### src/rtl/trace_cmd_pkg.sv
// Shared command codes, response codes, trace widths and parser states
// for the trace command controller.
package trace_cmd_pkg;

    localparam logic [7:0] CMD_WIDTH  = 8'h57;
    localparam logic [7:0] CMD_ENABLE = 8'h45;
    localparam logic [7:0] CMD_STATUS = 8'h53;

    localparam logic [7:0] RSP_ACK = 8'h06;
    localparam logic [7:0] RSP_NAK = 8'h15;

    localparam logic [2:0] WIDTH_1 = 3'd1;
    localparam logic [2:0] WIDTH_2 = 3'd2;
    localparam logic [2:0] WIDTH_4 = 3'd4;

    typedef enum logic [1:0] {
        ST_IDLE,
        ST_ARG,
        ST_EXEC
    } parse_state_t;

    function automatic logic is_cmd(input logic [7:0] b);
        return (b == CMD_WIDTH) || (b == CMD_ENABLE) || (b == CMD_STATUS);
    endfunction

endpackage

### src/rtl/tx_frame_arbiter.sv
// Shares the UART transmitter between trace bytes and command responses,
// inserting responses only on TPIU frame boundaries.
module tx_frame_arbiter
    import trace_cmd_pkg::*;
#(
    parameter int FRAME_LEN = 16
) (
    input  logic       clk,
    input  logic       rst,
    input  logic       tx_free,
    input  logic       trace_en,
    input  logic       trace_avail,
    input  logic [7:0] trace_data,
    input  logic       resp_valid,
    input  logic [7:0] resp_data,
    output logic       tx_transmit,
    output logic [7:0] tx_byte,
    output logic       trace_next,
    output logic       resp_pop
);
    localparam int CW = (FRAME_LEN > 1) ? $clog2(FRAME_LEN) : 1;

    logic [CW-1:0] frame_cnt;
    logic          last_tx;
    logic          frame_start;
    logic          can_tx;
    logic          send_resp;
    logic          send_trace;

    // Response bytes do not advance the frame counter, so once the first
    // one goes out the second stays eligible and beats any trace byte.
    always_comb begin
        frame_start = (frame_cnt == '0);
        can_tx      = tx_free && !last_tx && !rst;
        send_resp   = can_tx && resp_valid && frame_start;
        send_trace  = can_tx && !send_resp && trace_avail && (trace_en || !frame_start);
        tx_transmit = send_resp || send_trace;
        trace_next  = send_trace;
        resp_pop    = send_resp;
        tx_byte     = 8'h00;
        if (send_resp) begin
            tx_byte = resp_data;
        end else if (send_trace) begin
            tx_byte = trace_data;
        end
    end

    always_ff @(posedge clk) begin
        if (rst) begin
            frame_cnt <= '0;
            last_tx   <= 1'b0;
        end else begin
            last_tx <= tx_transmit;
            if (send_trace) begin
                frame_cnt <= (frame_cnt == CW'(FRAME_LEN - 1)) ? '0 : frame_cnt + 1'b1;
            end
        end
    end

endmodule

### src/rtl/trace_cmd_ctrl.sv
// UART command parser and trace configuration registers; responses are
// queued in a two-byte buffer and drained by the frame-aware arbiter.
module trace_cmd_ctrl
    import trace_cmd_pkg::*;
#(
    parameter int MAX_BUS_WIDTH = 4,
    parameter int FRAME_LEN     = 16,
    parameter int ARG_TIMEOUT   = 48000
) (
    input  logic       clk,
    input  logic       rst,
    input  logic [7:0] rx_byte,
    input  logic       rx_received,
    input  logic       rx_error,
    input  logic       trace_avail,
    input  logic [7:0] trace_data,
    output logic       trace_next,
    input  logic       tx_free,
    output logic       tx_transmit,
    output logic [7:0] tx_byte,
    input  logic       sync,
    input  logic       overflow,
    output logic [2:0] width,
    output logic       trace_en,
    output logic       cmd_err
);
    localparam int TW = $clog2(ARG_TIMEOUT + 1);

    parse_state_t  state, state_next;
    logic [7:0]    cmd;
    logic [TW-1:0] arg_cnt;
    logic [7:0]    resp_head, resp_tail;
    logic [1:0]    resp_cnt;
    logic          resp_valid, resp_pop;
    logic [2:0]    width_q;
    logic          en_q, ovf_sticky, err_q;
    logic          cmd_accept, load, err_next, width_wr, en_wr, ovf_clr;
    logic [7:0]    load_b0, load_b1;

    function automatic logic width_ok(input logic [7:0] arg);
        return ((arg == 8'(WIDTH_1)) || (arg == 8'(WIDTH_2)) || (arg == 8'(WIDTH_4)))
               && (int'(arg) <= MAX_BUS_WIDTH);
    endfunction

    always_comb begin
        state_next = state;
        cmd_accept = 1'b0;
        load       = 1'b0;
        err_next   = 1'b0;
        width_wr   = 1'b0;
        en_wr      = 1'b0;
        ovf_clr    = 1'b0;
        load_b0    = RSP_ACK;
        load_b1    = cmd;
        case (state)
            ST_IDLE: begin
                if (rx_received) begin
                    if (is_cmd(rx_byte)) begin
                        cmd_accept = 1'b1;
                        state_next = ST_ARG;
                    end else begin
                        err_next = 1'b1;
                    end
                end
            end
            ST_ARG: begin
                if (rx_error) begin
                    err_next   = 1'b1;
                    state_next = ST_IDLE;
                end else if (rx_received) begin
                    load       = 1'b1;
                    state_next = ST_EXEC;
                end else if (arg_cnt == TW'(ARG_TIMEOUT - 1)) begin
                    err_next   = 1'b1;
                    state_next = ST_IDLE;
                end
            end
            ST_EXEC: begin
                // The parser is busy until the response has fully drained.
                if (rx_received) begin
                    err_next = 1'b1;
                end
                if (resp_cnt == 2'd0) begin
                    state_next = ST_IDLE;
                end
            end
            default: state_next = ST_IDLE;
        endcase

        if (load) begin
            case (cmd)
                CMD_WIDTH: begin
                    if (width_ok(rx_byte)) begin
                        width_wr = 1'b1;
                    end else begin
                        load_b0  = RSP_NAK;
                        err_next = 1'b1;
                    end
                end
                CMD_ENABLE: en_wr = 1'b1;
                default: begin
                    load_b0 = CMD_STATUS;
                    load_b1 = {4'b0000, ovf_sticky, sync, en_q, (width_q == WIDTH_4)};
                    ovf_clr = 1'b1;
                end
            endcase
        end
    end

    always_ff @(posedge clk) begin
        if (rst) begin
            state      <= ST_IDLE;
            arg_cnt    <= '0;
            resp_cnt   <= 2'd0;
            width_q    <= WIDTH_4;
            en_q       <= 1'b1;
            ovf_sticky <= 1'b0;
            err_q      <= 1'b0;
        end else begin
            state   <= state_next;
            err_q   <= err_next;
            arg_cnt <= (state == ST_ARG) ? arg_cnt + 1'b1 : '0;
            if (load) begin
                resp_cnt <= 2'd2;
            end else if (resp_pop) begin
                resp_cnt <= resp_cnt - 1'b1;
            end
            if (width_wr) begin
                width_q <= rx_byte[2:0];
            end
            if (en_wr) begin
                en_q <= rx_byte[0];
            end
            // A new overflow wins over the clear from a status read.
            if (overflow) begin
                ovf_sticky <= 1'b1;
            end else if (ovf_clr) begin
                ovf_sticky <= 1'b0;
            end
        end
    end

    always_ff @(posedge clk) begin
        if (cmd_accept) begin
            cmd <= rx_byte;
        end
        if (load) begin
            resp_head <= load_b0;
            resp_tail <= load_b1;
        end else if (resp_pop) begin
            resp_head <= resp_tail;
        end
    end

    assign resp_valid = (resp_cnt != 2'd0);
    assign width      = width_q;
    assign trace_en   = en_q;
    assign cmd_err    = err_q;

    tx_frame_arbiter #(
        .FRAME_LEN(FRAME_LEN)
    ) u_arb (
        .clk        (clk),
        .rst        (rst),
        .tx_free    (tx_free),
        .trace_en   (en_q),
        .trace_avail(trace_avail),
        .trace_data (trace_data),
        .resp_valid (resp_valid),
        .resp_data  (resp_head),
        .tx_transmit(tx_transmit),
        .tx_byte    (tx_byte),
        .trace_next (trace_next),
        .resp_pop   (resp_pop)
    );

endmodule
### config.mk
export PLATFORM = sky130hd
export DESIGN_NAME = trace_cmd_ctrl
export DESIGN_NICKNAME = d
export VERILOG_FILES = /design/src/rtl/trace_cmd_pkg.sv /design/src/rtl/tx_frame_arbiter.sv /design/src/rtl/trace_cmd_ctrl.sv
export SDC_FILE = /design/constraint.sdc
export NUM_CORES = 1
export LEC_CHECK = 0
export CAP_MARGIN = 40
export CORE_MARGIN = 2
export CORE_UTILIZATION = 45
export CTS_CLUSTER_DIAMETER = 50
export DETAILED_ROUTE_END_ITERATION = 7
export PLACE_DENSITY = 0.68
export SLEW_MARGIN = 20
export SYNTH_ARGS = -nofsm -noshare
export SYNTH_HDL_FRONTEND = slang
export SYNTH_HIERARCHICAL = 1
export SYNTH_SLANG_ARGS = --single-unit
export TNS_END_PERCENT = 5
### constraint.sdc
create_clock -name clk -period 5.3 [get_ports clk]
set_input_delay 0.795 -clock clk [delete_from_list [all_inputs] [get_ports clk]]
set_output_delay 0.795 -clock clk [all_outputs]
set_load 0.1 [all_outputs]
==> summary.md <==
| Metric | Value |
|---|---|
| Status | complete, no violations |
| 1st-pass router iterations | 4 |
| Number of nets at the end of the flow | 334 |
| Clock Latency Late Sink | 0.30 ns |
| Total of hold buffers inserted after clock tree synthesis | 0 |
| RSZ-0062 raised after global routing | false |
| Share of the synthesized area in the top cell type | 27.7% |
| Overall track demand over capacity in global routing | 16.3% |
| First-pass GRT wire length | 8.22 mm |
| Root Driver | sky130_fd_sc_hd__clkbuf_8 |
| Number of global-route vias before repair | roughly 1900 |
| Post-synth ARST share | 0% |
| Leakage dissipation | about 1.1 nW |
| Number of register bits inferred by synthesis | 55 |
| Max FO, Critical Path | 16 |
| Die Footprint | 6410 sq um |
| Number of setup violations in the final report | 0 |
| Largest net degree at the start of global routing | 17 |
| Max incr delay on CP | 0.51 ns |
| Cell Area, Synth | 2600 sq um |
| Leading register cell type out of synthesis | sky130_fd_sc_hd__dfxtp_1 |
| Slew margin rel. | 58.1% |
| Most instantiated cells after synthesis | sky130_fd_sc_hd__dfxtp_1 (31), sky130_fd_sc_hd__nand2_1 (26), sky130_fd_sc_hd__nor2_1 (26), sky130_fd_sc_hd__edfxtp_1 (24), sky130_fd_sc_hd__inv_1 (16) |
| TritonCTS Sinks | 55 |
| Die width | 80.1 um |
| Remaining design rule violation count | 0 |
| Number of H-tree levels | 2 |
| Placement row count | 27 |
| Count of filler cells inserted in the layout | slightly below 500 |
| Detail Placement HPWL | 3.45 mm |
| Antenna cell count | 0 |
| Post-synthesis sequential area ratio | 51.5% |
| Initial antenna violation count | 0 |
| TritonCTS buffer count | 5 |
| Core area | 5540 sq um |
| Number of gates resized after cts | 0 |
| Number of hold violations in the final report | 0 |
| Number of unique standard cell types used by synthesis | between 50 and 60 |
| Count of buffers from port buffering | 38 |
| Yosys warnings | 6 |
| Routed via count | approximately 2000 |
| Category of the critical setup timing path | in -> out |
| Worst-path clk slew | 0.09 ns |
| DP Cell Count | 370 |
| Layout cells sized above 1 | 11.1% |
| Cells after Synth | 260 |
| Initial standard-cell utilization of the core | approximately 47% |
| Mean number of vias per cell | 5.28 |
| Number of ports placed on the die boundary | 39 |
| Flip-flop and latch area | 1340 sq um |
| Longest Clk Path Bufs | 2 |
| WP data arrival | 2.66 ns |
| Postcts setup bufs | 0 |
| Startpoint type of the worst setup path | primary input |
| Setup Total Neg Slack | 0 ns |
| Avg Synthesized Cell Area | 10.0 sq um |
| R2R depth | 6 |
| Endpoint class of the critical path | output pin |
| Number of standard cells in the final layout excluding fillers | ~380 |
| Critical path's most frequent cell | sky130_fd_sc_hd__clkdlybuf4s50_1 |
| Die outline height | 80.1 um |
| Wire per inst | 12.7 um |
| Largest area contributor in the synthesized netlist | sky130_fd_sc_hd__edfxtp_1 |
| Area added between synthesis and finish | 24.6% |
| Minimum clock period after layout | 3.45 ns |
| Power density cells | approximately 260 nW/um^2 |
| Cell at the slowest stage of the critical path | sky130_fd_sc_hd__clkdlybuf4s50_1 |
| Residual antenna-violating net count after detailed routing | 0 |
| Clock tree from TritonCTS | built |
| WP data required | 4.51 ns |
| Maximum capacitance violations | 0 |
| Worst Hold Class | reg -> reg |
| Post-Route WL | 4.82 mm |
| Most frequently used cell type in the post-synthesis netlist | sky130_fd_sc_hd__dfxtp_1 |
| Number of pins with negative max-slew slack in the final report | 0 |
| Initial drt markers | 99 |
| Number of stages on the worst hold path | 1 |
| Slew at the pin closest to its max-slew limit | around 0.63 ns |
| Cells traversed along the worst timing path | clkdlybuf4s50_1 > buf_4 > and4bb_2 > o21a_4 > clkdlybuf4s50_1 > buf_8 |
| Final weighted congestion of routability-driven global placement | between 0.8 and 0.9 |
| Ratio of final minimum period to clock period | 65.2% |
| Layout Skew | 0.00526 ns |
| Max Fclk | 289 MHz |
| Number of flops mapped to enable cells by yosys | 24 |
| Overflow after GRT | 0 |
| Worst ir drop on vdd | 0.142 mV |
| Leading post-synthesis cells by cell area | sky130_fd_sc_hd__edfxtp_1 (28%), sky130_fd_sc_hd__dfxtp_1 (24%), sky130_fd_sc_hd__xnor2_1 (4.0%) |
| Final Util | 58.6% |
| Multi-input gate area in the final layout | 1160 sq um |
==> stage by stage <==
stage               total power, mW  instance area [sq um]  setup WS (ns)  hold slack, ns
floorplan                     0.501                   2610           1.47           0.430
global placement              0.528                   3020           1.45           0.443
detailed placement            0.531                   3110           1.78           0.450
CTS                           0.849                   3240           1.76           0.472
global route                  0.872                   3250           1.80           0.487
finish                        0.844                   3250           1.85           0.472
==> final cells by class <==
| type | instances | area share, % |
|---|---|---|
| clock buffers | 6 | 2.24 |
| multi-input cells | 182 | 35.7 |
| repair buffers | 46 | 14.3 |
| flip-flops and latches | 55 | 41.3 |
| inverters | 16 | 1.85 |
| well taps | 72 | 2.78 |
| clock inverters | 2 | 1.85 |
==> report_power, final <==
part           switching, mW  internal, mW  total, mW  leakage, nW
logic                 0.0436        0.0328     0.0764        0.588
clock network          0.133         0.189      0.322       0.0654
registers            0.00276         0.443      0.446        0.473
==> cells in the final DEF (no fill, tap or decap), types with 3 or more instances in the layout <==
cell | synthesis | layout
sky130_fd_sc_hd__clkbuf_8 | 0 | 5
sky130_fd_sc_hd__nand3_1 | 10 | 10
sky130_fd_sc_hd__nand2_1 | 26 | 26
sky130_fd_sc_hd__nor4_1 | 4 | 4
sky130_fd_sc_hd__and2_1 | 5 | 5
sky130_fd_sc_hd__or3_1 | 4 | 4
sky130_fd_sc_hd__o21ai_0 | 7 | 7
sky130_fd_sc_hd__a21oi_1 | 9 | 9
sky130_fd_sc_hd__buf_4 | 1 | 11
sky130_fd_sc_hd__buf_8 | 0 | 6
sky130_fd_sc_hd__nand4_1 | 4 | 4
sky130_fd_sc_hd__dfxtp_1 | 31 | 31
sky130_fd_sc_hd__inv_1 | 16 | 16
sky130_fd_sc_hd__edfxtp_1 | 24 | 24
sky130_fd_sc_hd__clkdlybuf4s50_1 | 0 | 29
sky130_fd_sc_hd__nor3_1 | 7 | 7
sky130_fd_sc_hd__nor4b_1 | 3 | 3
sky130_fd_sc_hd__nand2b_1 | 3 | 3
sky130_fd_sc_hd__o22ai_1 | 9 | 9
sky130_fd_sc_hd__nor2_1 | 26 | 26
sky130_fd_sc_hd__nand3b_1 | 3 | 3
sky130_fd_sc_hd__a211o_1 | 3 | 3
sky130_fd_sc_hd__ha_1 | 4 | 4
sky130_fd_sc_hd__xnor2_1 | 12 | 12
sky130_fd_sc_hd__xor2_1 | 3 | 3
==> critical path: cells and delay by family <==
family	cells	cell delay, ns
simple gates	1	0.38
compound gates	1	0.17
buf+inv	4	1.30
==> final timing paths <==
path,start,end,slack [ns]
max reg2reg,resp_cnt[0]$_SDFFE_PP0P_,resp_head[7]$_SDFFCE_PP0P_,3.29
min,arg_cnt[0]$_SDFF_PP0_,arg_cnt[0]$_SDFF_PP0_,0.47
max,rst,trace_next,1.85
min reg2reg,arg_cnt[0]$_SDFF_PP0_,arg_cnt[0]$_SDFF_PP0_,0.47
==> cell families after synthesis <==
kind of cell / after synthesis / share of synthesized area, %
XOR/XNOR: 15 / 5.04
other: 1 / 0.144
AND/OR/NAND/NOR: 113 / 24.2
AO/OA/AOI/OAI: 47 / 12.4
adder cells (fa/ha/maj): 4 / 1.92
multiplexers: 1 / 0.576
flip-flops: 55 / 51.5
buffers and inverters: 24 / 4.18
==> routing by layer <==
layer | vias to the layer above | track usage (%) | wire length [um]
li1 | 1022 | - | -
met3 | 9 | 3.60 | 209
met5 | - | 0 | 0
met4 | 0 | 5.93 | 80
met1 | 931 | 20.2 | 2260
met2 | 41 | 27.7 | 2260
==> registers in the layout, indices dropped and copies added (netlist names) <==
signal	count
cmd	8
u_arb/last_tx	1
ovf_sticky	1
trace_en	1
resp_head	8
arg_cnt	16
resp_cnt	2
u_arb/frame_cnt	4
state	2
cmd_err	1
resp_tail	8
width	3
Power figures use the tool's default switching activity.
